$ cat src/rtl/wb_pkg.sv
// Shared writeback definitions: default widths, the r0 constant and the request record.
package wb_pkg;

  localparam int unsigned WB_DATA_W = 32;
  localparam int unsigned WB_ADDR_W = 5;

  localparam logic [WB_ADDR_W-1:0] REG_ZERO = '0;

  // Register-file write request at the default widths.
  typedef struct packed {
    logic [WB_ADDR_W-1:0] addr;
    logic [WB_DATA_W-1:0] data;
  } wb_req_t;

endpackage

$ cat src/rtl/wb_fifo.sv
// Synchronous FIFO with occupancy count, head output and per-slot tag/valid export.
module wb_fifo #(
  parameter int unsigned WIDTH = 37,
  parameter int unsigned DEPTH = 4,
  parameter int unsigned TAG_W = 5
) (
  input  logic                     clk,
  input  logic                     rst_n,
  input  logic                     push,
  input  logic [WIDTH-1:0]         push_data,
  input  logic                     pop,
  output logic [WIDTH-1:0]         head,
  output logic                     full,
  output logic                     empty,
  output logic [$clog2(DEPTH):0]   count,
  output logic [DEPTH-1:0]         slot_valid,
  output logic [DEPTH*TAG_W-1:0]   slot_tags
);

  localparam int unsigned PTR_W = $clog2(DEPTH);

  logic [WIDTH-1:0] mem_q [DEPTH];
  // One extra pointer bit separates full from empty when the low bits match.
  logic [PTR_W:0]   wr_ptr_q, rd_ptr_q;
  logic             push_en, pop_en;

  assign count   = wr_ptr_q - rd_ptr_q;
  assign empty   = (wr_ptr_q == rd_ptr_q);
  assign full    = (wr_ptr_q[PTR_W] != rd_ptr_q[PTR_W]) &&
                   (wr_ptr_q[PTR_W-1:0] == rd_ptr_q[PTR_W-1:0]);
  // A full FIFO refuses a push even if it pops in the same cycle.
  assign push_en = push & ~full;
  assign pop_en  = pop & ~empty;
  assign head    = mem_q[rd_ptr_q[PTR_W-1:0]];

  // Pointer registers.
  always_ff @(posedge clk or negedge rst_n) begin
    if (!rst_n) begin
      wr_ptr_q <= '0;
      rd_ptr_q <= '0;
    end else begin
      if (push_en) wr_ptr_q <= wr_ptr_q + 1'b1;
      if (pop_en)  rd_ptr_q <= rd_ptr_q + 1'b1;
    end
  end

  // Storage; contents are qualified by the pointers, so no reset is needed.
  always_ff @(posedge clk) begin
    if (push_en) mem_q[wr_ptr_q[PTR_W-1:0]] <= push_data;
  end

  for (genvar i = 0; i < DEPTH; i++) begin : g_slot
    logic [PTR_W-1:0] off;
    assign off           = PTR_W'(i) - rd_ptr_q[PTR_W-1:0];
    assign slot_valid[i] = ({1'b0, off} < count);
    assign slot_tags[i*TAG_W +: TAG_W] = mem_q[i][WIDTH-1 -: TAG_W];
  end

endmodule

$ cat src/rtl/wb_write_arbiter.sv
// Merges the pipeline result and buffered MDU results onto the single register-file write port.
module wb_write_arbiter
  import wb_pkg::*;
#(
  parameter int unsigned DATA_W       = WB_DATA_W,
  parameter int unsigned ADDR_W       = WB_ADDR_W,
  parameter int unsigned FIFO_DEPTH   = 4,
  parameter int unsigned STARVE_LIMIT = 3
) (
  input  logic                          clk,
  input  logic                          rst_n,
  input  logic                          pipe_valid,
  input  logic [ADDR_W-1:0]             pipe_addr,
  input  logic [DATA_W-1:0]             pipe_data,
  output logic                          pipe_stall,
  input  logic                          mdu_valid,
  output logic                          mdu_ready,
  input  logic [ADDR_W-1:0]             mdu_addr,
  input  logic [DATA_W-1:0]             mdu_data,
  output logic [ADDR_W-1:0]             write_register,
  output logic [DATA_W-1:0]             write_data,
  output logic                          write_enable,
  output logic [2**ADDR_W-1:0]          pending_mask,
  output logic [$clog2(FIFO_DEPTH):0]   fifo_count
);

  localparam int unsigned REQ_W    = ADDR_W + DATA_W;
  localparam int unsigned STARVE_W = (STARVE_LIMIT > 0) ? $clog2(STARVE_LIMIT + 1) : 1;
  localparam logic [ADDR_W-1:0] ZERO_ADDR = ADDR_W'(REG_ZERO);

  typedef struct packed {
    logic [ADDR_W-1:0] addr;
    logic [DATA_W-1:0] data;
  } req_t;

  req_t                       push_req, head_req, issue_req;
  logic                       fifo_full, fifo_empty, fifo_push, fifo_pop;
  logic [FIFO_DEPTH-1:0]      slot_valid;
  logic [FIFO_DEPTH*ADDR_W-1:0] slot_tags;
  logic                       pipe_win, issue_en;
  logic [STARVE_W-1:0]        starve_q, starve_d;

  assign push_req  = '{addr: mdu_addr, data: mdu_data};
  assign mdu_ready = ~fifo_full;
  // r0 results still complete the handshake but are dropped here.
  assign fifo_push = mdu_valid & ~fifo_full & (mdu_addr != ZERO_ADDR);
  assign pipe_win  = pipe_valid & (pipe_addr != ZERO_ADDR);

  wb_fifo #(
    .WIDTH (REQ_W),
    .DEPTH (FIFO_DEPTH),
    .TAG_W (ADDR_W)
  ) u_fifo (
    .clk        (clk),
    .rst_n      (rst_n),
    .push       (fifo_push),
    .push_data  (push_req),
    .pop        (fifo_pop),
    .head       (head_req),
    .full       (fifo_full),
    .empty      (fifo_empty),
    .count      (fifo_count),
    .slot_valid (slot_valid),
    .slot_tags  (slot_tags)
  );

  // Pick one winner per cycle; the FIFO is forced after STARVE_LIMIT pipeline wins.
  always_comb begin
    pipe_stall = 1'b0;
    fifo_pop   = 1'b0;
    issue_en   = 1'b0;
    issue_req  = '{addr: pipe_addr, data: pipe_data};
    starve_d   = '0;
    if (!fifo_empty && (starve_q == STARVE_W'(STARVE_LIMIT))) begin
      pipe_stall = 1'b1;
      fifo_pop   = 1'b1;
      issue_en   = 1'b1;
      issue_req  = head_req;
    end else if (pipe_win) begin
      issue_en = 1'b1;
      starve_d = fifo_empty ? '0 : starve_q + STARVE_W'(1);
    end else if (!fifo_empty) begin
      fifo_pop  = 1'b1;
      issue_en  = 1'b1;
      issue_req = head_req;
    end
  end

  // Starvation counter and registered write port.
  always_ff @(posedge clk or negedge rst_n) begin
    if (!rst_n) begin
      starve_q       <= '0;
      write_enable   <= 1'b0;
      write_register <= '0;
      write_data     <= '0;
    end else begin
      starve_q     <= starve_d;
      write_enable <= issue_en;
      if (issue_en) begin
        write_register <= issue_req.addr;
        write_data     <= issue_req.data;
      end
    end
  end

  // Destinations still owed to the register file: buffered entries plus the output stage.
  always_comb begin
    pending_mask = '0;
    for (int i = 0; i < FIFO_DEPTH; i++) begin
      if (slot_valid[i]) pending_mask[slot_tags[i*ADDR_W +: ADDR_W]] = 1'b1;
    end
    if (write_enable) pending_mask[write_register] = 1'b1;
  end

endmodule

$ cat config.mk
export PLATFORM = sky130hd
export DESIGN_NAME = wb_write_arbiter
export DESIGN_NICKNAME = d
export VERILOG_FILES = /design/src/rtl/wb_pkg.sv /design/src/rtl/wb_fifo.sv /design/src/rtl/wb_write_arbiter.sv
export SDC_FILE = /design/constraint.sdc
export NUM_CORES = 1
export LEC_CHECK = 0
export BUFFER_PORTS_ARGS = -buffer_cell sky130_fd_sc_hd__buf_4
export CAP_MARGIN = 5
export CORE_ASPECT_RATIO = 1.2
export CORE_UTILIZATION = 37
export CTS_CLUSTER_SIZE = 40
export DETAILED_ROUTE_END_ITERATION = 16
export GPL_TIMING_DRIVEN = 0
export HOLD_SLACK_MARGIN = 0.06
export PLACE_DENSITY = 0.6
export SKIP_LAST_GASP = 1
export SYNTH_ARGS = -nofsm -noshare
export SYNTH_HDL_FRONTEND = slang
export SYNTH_HIERARCHICAL = 1
export SYNTH_SLANG_ARGS = --single-unit
$ cat constraint.sdc
create_clock -name clk -period 3.6 [get_ports clk]
set_input_delay 0 -clock clk [delete_from_list [all_inputs] [get_ports clk]]
set_output_delay 0 -clock clk [all_outputs]
set_load 0.03 [all_outputs]
==> impl_metrics.csv, run 1 <==
group,metric,value,unit
sta,min_period,3469,ps
floorplanning,io_pins,153,
synthesis,ys_async_sr_fraction,0.2371,
drt,remaining_drc_errors,0,
synthesis,ys_warn_count,6,
cells_and_area,synthToLayoutAreaGrowth,34.06,%
floorplanning,die_w,147.7,um
synthesis,yosysSeqAreaShare,0.5938,
drt,via_count,7220,
cells_and_area,final_nets,1034,
global_routing,globalRoute.busiestLayer,"met2",
floorplanning,core,24830,sq um
pwr,p_leak,0.004664,uW
drt,drtPass1Iterations,6,
global_routing,grt_max_degree,47,
placement,dpl_worst_slack,-684.3,ps
setup_path,startpoint_type,"flop",
synthesis,synth_top_area_frac,0.4717,
drt,drt-total-wl,25970,um
drt,wl_per_cell,20.32,um
global_routing,grt_use_total,0.2029,
synthesis,yosys-top-cells-area,"edfxtp_1 (47%), dfrtp_1 (12%), mux4_2 (8.8%)",
pwr,power_density,917.5,nW/um^2
clock_network,cts_sinks,194,
pwr,vdd_ir_drop_max,406.4,uV
floorplanning,rows,63,
setup_path,cp-end-kind,"primary output",
cells_and_area,drive_gt1_frac,0.3466,
global_routing,grt_pass1_vias,7212,
global_routing,grt_pass1_wl,39900,um
job,drv_cap,0,
sta,finalHoldViolCount,0,
global_routing,grt_use_met1,0.2456,
synthesis,ys.flop_type,"edfxtp_1",
cells_and_area,nFillCells,2159,
synthesis,synth-edff-count,148,
clock_network,clk_pin_slew_worst_paths,70,ps
sta,worstMarginPinSlew,960.0,ps
setup_path,critPathMaxFanout,10,
synthesis,syn_inst,681,
synthesis,synth-seq-cells,194,
placement,portBuffers,149,
run_status,status,"completed",
floorplanning,die_h,176.8,um
sta,timing.hold.ws,93.71,ps
floorplanning,dieArea,26110,sq um
cells_and_area,layout_common_cells,"buf_4 (183), edfxtp_1 (148), dlygate4sd3_1 (75)",
drt,viasPerCell,5.649,
synthesis,netlist_area,9423,sq um
clock_network,cts_buffers,17,
clock_network,cts_tree,"yes",
setup_path,cp.required,3600,ps
placement,place_congestion,0.9195,
global_routing,grt.met3_usage,0.03479,
synthesis,synth_nets,775,
placement,place_hpwl,18520,um
setup_path,ff2ff_setup_slack,420,ps
sta,drv_slew,0,
drt,antenna_left,0,
sta,fmax,288.2,MHz
sta,fin_crit_sh,0.9637,
global_routing,overflow,0,
drt,drtIter0Drc,481,
synthesis,ys_types,51,
clock_network,clockBufferDepth,2,
sta,relSlewSlack,0.3557,
synthesis,syn_avg_cell_area,13.84,sq um
sta,setup_violations,0,
clock_network,clkLatencyLatePin,430,ps
sta,grt_setup_unrepaired,"false",
global_routing,antenna_found_initial,1,
clock_network,ctsHtreeMaxLevel,4,
floorplanning,start_util,0.3795,
global_routing,grt_util_met2,0.3565,
hold_path,hp-class,"input port to flop",
setup_path,arrival,3470,ps
synthesis,yosysTopAreaCell,"edfxtp_1",
setup_path,criticalPathCategory,"flop to primary output",
sta,skew,10.38,ps
sta,layout_setup_ws,130.7,ps
cells_and_area,layout_commonest_cell,"buf_4",
clock_network,root_buffer,"clkbuf_16",
## synthesized netlist by cell type, drive strengths merged, types with 12 or more instances
cell and number:
a22oi 24, buf 34, clkbuf 19, dfrtp 46
edfxtp 148, ha 15, inv 14, mux4 37
nand2 35, nand2b 18, nand3 26, nand4b 14
nor2 35, nor2b 15, nor3 24, o21ai 12
o221a 32, o221ai 16, o22ai 23, or3 28
## flip-flops by register name (all words and copies together) (netlist names)
| name | cells |
|---|---|
| write_register | 5 |
| u_fifo/mem_q | 148 |
| write_enable | 1 |
| u_fifo/wr_ptr_q | 3 |
| write_data | 32 |
| starve_q | 2 |
| u_fifo/rd_ptr_q | 3 |
## path summary, 6_finish.rpt
| path | to | start | depth (start not counted) |
|---|---|---|---|
| worst max register to register | write_register[2]$_DFFE_PN0P_ | u_fifo/rd_ptr_q[1]$_DFFE_PN0P_ | 11 |
| worst max-delay path | pending_mask[3] | u_fifo/rd_ptr_q[1]$_DFFE_PN0P_ | 13 |
| max in group asynchronous | u_fifo/wr_ptr_q[0]$_DFFE_PN0P_ | rst_n | 2 |
| min in group asynchronous | write_data[27]$_DFFE_PN0P_ | rst_n | 2 |
| worst min register to register | starve_q[0]$_DFF_PN0_ | starve_q[0]$_DFF_PN0_ | 1 |
| worst min-delay path | u_fifo/wr_ptr_q[2]$_DFFE_PN0P_ | mdu_valid | 4 |
## worst max-delay path: stages, from the launching register on
cell and delay, ps:
dfrtp_1 360, buf_6 120, buf_8 160, clkinvlp_4 150, fa_1 520, inv_1 100
ha_1 290, nor2_1 50, o21ai_2 270, nand2b_1 200, nor3_2 320, nand3_1 150
nand4_1 150, buf_4 170
## repair_timing
item                                    CTS  global route
resized for setup                        30            18
pin swaps                                 5             5
endpoints found under the setup margin   65            24
hold buffers                             75             0
setup buffers                             6             6
hold endpoints to repair                231             0
gates cloned                              0             0
## kinds of logic after synthesis
family	share of synthesized area
buf+inv	0.03811
xor+xnor	0.004516
fa+ha+maj	0.02204
mux	0.09069
flops	0.5938
compound gates	0.1200
simple gates	0.1308
## per-layer routing
metal,share of wire,up-vias
li1,-,3269
met5,0,-
met2,0.52,318
met4,0.030,0
met3,0.054,56
met1,0.40,3577
## report_power, final
part	total (uW)	internal [uW]	leakage, uW	switching (uW)
clock network	1790	993	0.000276	802
registers	3500	3150	0.00188	354
logic	6300	2570	0.00251	3730
## cell type report
| type | count | area [sq um] | share of cell area |
|---|---|---|---|
| clock buffer | 20 | 456.7 | 0.03615 |
| tap | 325 | 406.6 | 0.03219 |
| antenna | 1 | 2.502 | 0.0001981 |
| sequential | 194 | 5597 | 0.4430 |
| clock inverter | 11 | 106.4 | 0.008419 |
| buffer | 53 | 324.1 | 0.02565 |
| timing repair buffer | 240 | 2039 | 0.1615 |
| multi-input combinational | 420 | 3643 | 0.2884 |
| inverter | 14 | 56.30 | 0.004457 |
## stage by stage
step / total power [uW] / util / setup TNS (ps) / instances / instance area, sq um
after floorplan: 7233 / - / 0 / 681 / 9423
after global placement: 9111 / 0.4409 / -149160 / 1155 / 10950
after detailed placement: 9217 / 0.4443 / -20520 / 1159 / 11030
after CTS: 11400 / 0.5039 / 0 / 1271 / 12510
after global routing: 12200 / 0.5087 / 0 / 1278 / 12630
final: 11590 / 0.5087 / 0 / 1278 / 12630
(Power assumes the default switching activity.)
==> inputs of run 2 (changes only) <==
--- a/config.mk
+++ b/config.mk
@@ -8,12 +8,12 @@
 export BUFFER_PORTS_ARGS = -buffer_cell sky130_fd_sc_hd__buf_4
 export CAP_MARGIN = 5
 export CORE_ASPECT_RATIO = 1.2
-export CORE_UTILIZATION = 37
+export CORE_UTILIZATION = 45
 export CTS_CLUSTER_SIZE = 40
 export DETAILED_ROUTE_END_ITERATION = 16
 export GPL_TIMING_DRIVEN = 0
 export HOLD_SLACK_MARGIN = 0.06
-export PLACE_DENSITY = 0.6
+export PLACE_DENSITY = 0.7
 export SKIP_LAST_GASP = 1
 export SYNTH_ARGS = -nofsm -noshare
 export SYNTH_HDL_FRONTEND = slang
==> run 2 against run 1 <==
Compared with the run above: routed wire length shrank 0.50%; utilization up 11 points; clock skew grew 1.9 ps; global-route usage grew 4.1 points; cell count shrank 5.1%; via count grew 1.1%; non-clock buffer count decreased by 5; clock-buffer cell count grew 1; sequential cell count is the same; maximum frequency down 1.4%; final area is 0.22% lower; power grew 0.90%.
==> impl_metrics.csv, run 2 (synthesis results as in run 1) <==
group,metric,value,unit
run_status,status,"completed",
cells_and_area,final_nets,1029,
global_routing,grt_pass1_wl,39170,um
setup_path,arrival,3520,ps
drt,drtPass1Iterations,8,
job,drv_cap,0,
sta,relSlewSlack,0.3350,
sta,setup_tns,0,ps
placement,place_inst,1099,
cells_and_area,antennaDiodeCount,0,
floorplanning,dieArea,21520,sq um
global_routing,grt_use_total,0.2436,
pwr,power_switching,4917,uW
hold_path,hp-class,"input port to flop",
clock_network,cts_buffers,17,
drt,drt-total-wl,25840,um
clock_network,cts_tree,"yes",
cells_and_area,finish.utilization,0.6180,
drt,antenna_left,0,
sta,setup_violations,0,
clock_network,clk_pin_slew_worst_paths,70,ps
cells_and_area,nFillCells,1541,
sta,finalHoldViolCount,0,
placement,portBuffers,149,
floorplanning,die_w,134.1,um
floorplanning,core,20400,sq um
setup_path,startpoint_type,"flop",
floorplanning,die_h,160.5,um
hold_path,hold_start,"mdu_valid",
clock_network,ctsHtreeMaxLevel,4,
pwr,vdd_ir_drop_max,503.4,uV
setup_path,ff2ff_setup_slack,200,ps
setup_path,critPathMaxFanout,10,
sta,fin_crit_sh,0.9777,
pwr,p_sw_frac,0.4205,
setup_path,cp-startpoint,"u_fifo/rd_ptr_q[1]$_DFFE_PN0P_",
pwr,clkPwrFrac,0.167,
sta,min_period,3520,ps
clock_network,clockBufferDepth,2,
setup_path,cp.required,3600,ps
pwr,p_leak,0.004690,uW
drt,via_count,7298,
sta,layout_setup_ws,80.11,ps
sta,grt_setup_unrepaired,"true",
cells_and_area,layout_common_cells,"buf_4 (178), edfxtp_1 (148), dlygate4sd3_1 (75)",
floorplanning,rows,57,
drt,remaining_drc_errors,0,
cells_and_area,final_cell_count_no_fill,1213,
cells_and_area,largest_reg_flops,148,
setup_path,criticalPathCategory,"flop to primary output",
cells_and_area,layout_commonest_cell,"buf_4",
sta,worstMarginPinSlew,990.8,ps
pwr,intPower,6777,uW
pwr,seqPwrFrac,0.300,
pwr,power.total,11690,uW
floorplanning,start_util,0.4620,
drt,viasPerCell,6.016,
pwr,p_comb_frac,0.533,
pwr,power_density,927.7,nW/um^2
floorplanning,io_pins,153,
setup_path,r2r-start,"u_fifo/rd_ptr_q[1]$_DFFE_PN0P_",
sta,drv_slew,0,
clock_network,clkLatencyLatePin,440,ps
sta,fmax,284.1,MHz
global_routing,overflow,0,
placement,place_congestion,0.9420,
placement,dpl_worst_slack,-651.0,ps
cells_and_area,synthToLayoutAreaGrowth,33.77,%
drt,drtIter0Drc,900,
cells_and_area,drive_gt1_frac,0.3449,
drt,wl_per_cell,21.30,um
sta,skew,12.25,ps
setup_path,cp-end-kind,"primary output",
clock_network,root_buffer,"clkbuf_16",
placement,place_hpwl,17610,um
global_routing,grt_max_degree,47,
clock_network,cts_sinks,194,
global_routing,antenna_found_initial,0,
global_routing,grt_pass1_vias,7201,
[run 2: cell types whose count changed in the layout (fill, tap and decap cells not counted), moves of 2 or more]
cell	delta
nor3b_2	-2
clkinv_4	-3
nor3b_4	+2
a32oi_2	+2
bufinv_16	+2
buf_4	-5
a32oi_1	-2
clkbuf_1	+2
inv_6	+2
[run 2: worst max-delay path, stage by stage (launching register included)]
cell and delay [ps]:
dfrtp_1 360, buf_6 140, buf_12 150, clkinvlp_4 150, fa_1 550, inv_1 120, ha_1 300, nor2b_1 130
o21ai_2 270, nand2b_4 130, nor3b_4 290, a32oi_2 180, nand4_1 150, buf_4 170
[run 2: routing by layer]
metal,up-vias,share of wire,track usage,wire length [um]
li1,3255,-,-,-
met1,3591,0.38,0.2903,9779
met2,386,0.51,0.4162,13240
met3,66,0.072,0.05492,1872
met4,0,0.037,0.1170,946
met5,-,0,0,0
[run 2: power by group through the flow]
stage / clock network, uW / logic, uW / registers [uW]
after floorplan: 0 / 3350 / 3880
after global placement: 0 / 5480 / 3550
after detailed placement: 0 / 5620 / 3530
after CTS: 1970 / 5990 / 3500
after global routing: 2060 / 6610 / 3580
final: 1950 / 6230 / 3510
[run 2: path summary, 6_finish.rpt]
kind / depth (start not counted) / to
max in group asynchronous: 2 / u_fifo/wr_ptr_q[0]$_DFFE_PN0P_
setup / recovery: 13 / pending_mask[11]
hold / removal: 4 / u_fifo/wr_ptr_q[2]$_DFFE_PN0P_
min in group asynchronous: 2 / write_data[12]$_DFFE_PN0P_
hold reg to reg: 1 / starve_q[0]$_DFF_PN0_
setup reg to reg: 10 / write_data[3]$_DFFE_PN0P_
[run 2: stage by stage]
stage | hold slack [ps] | instance area, sq um
3_3_place_gp | 73.39 | 10870
6_report | 95.15 | 12600
3_5_place_dp | 74.99 | 10960
5_1_grt | 105.4 | 12600
2_1_floorplan | -295.6 | 9423
4_1_cts | 77.01 | 12480
[run 2: layout make-up]
cell class | count | area (sq um) | area share
Clock inverter | 11 | 151.4 | 0.01201
Sequential cell | 194 | 5597 | 0.4440
Inverter | 14 | 56.30 | 0.004467
Tap cell | 265 | 331.6 | 0.02631
Multi-Input combinational cell | 420 | 3679 | 0.2918
Clock buffer | 21 | 460.4 | 0.03653
Buffer | 53 | 327.8 | 0.02601
Timing Repair Buffer | 235 | 2002 | 0.1588
[run 2: what timing repair did]
| item | CTS | global route |
|---|---|---|
| cloned | 0 | 0 |
| pin swaps | 4 | 8 |
| setup buffers | 2 | 5 |
| gates resized for setup | 34 | 18 |
| endpoints found under the setup margin | 65 | 45 |
| hold endpoints to repair | 231 | 0 |
| hold buffers | 75 | 0 |
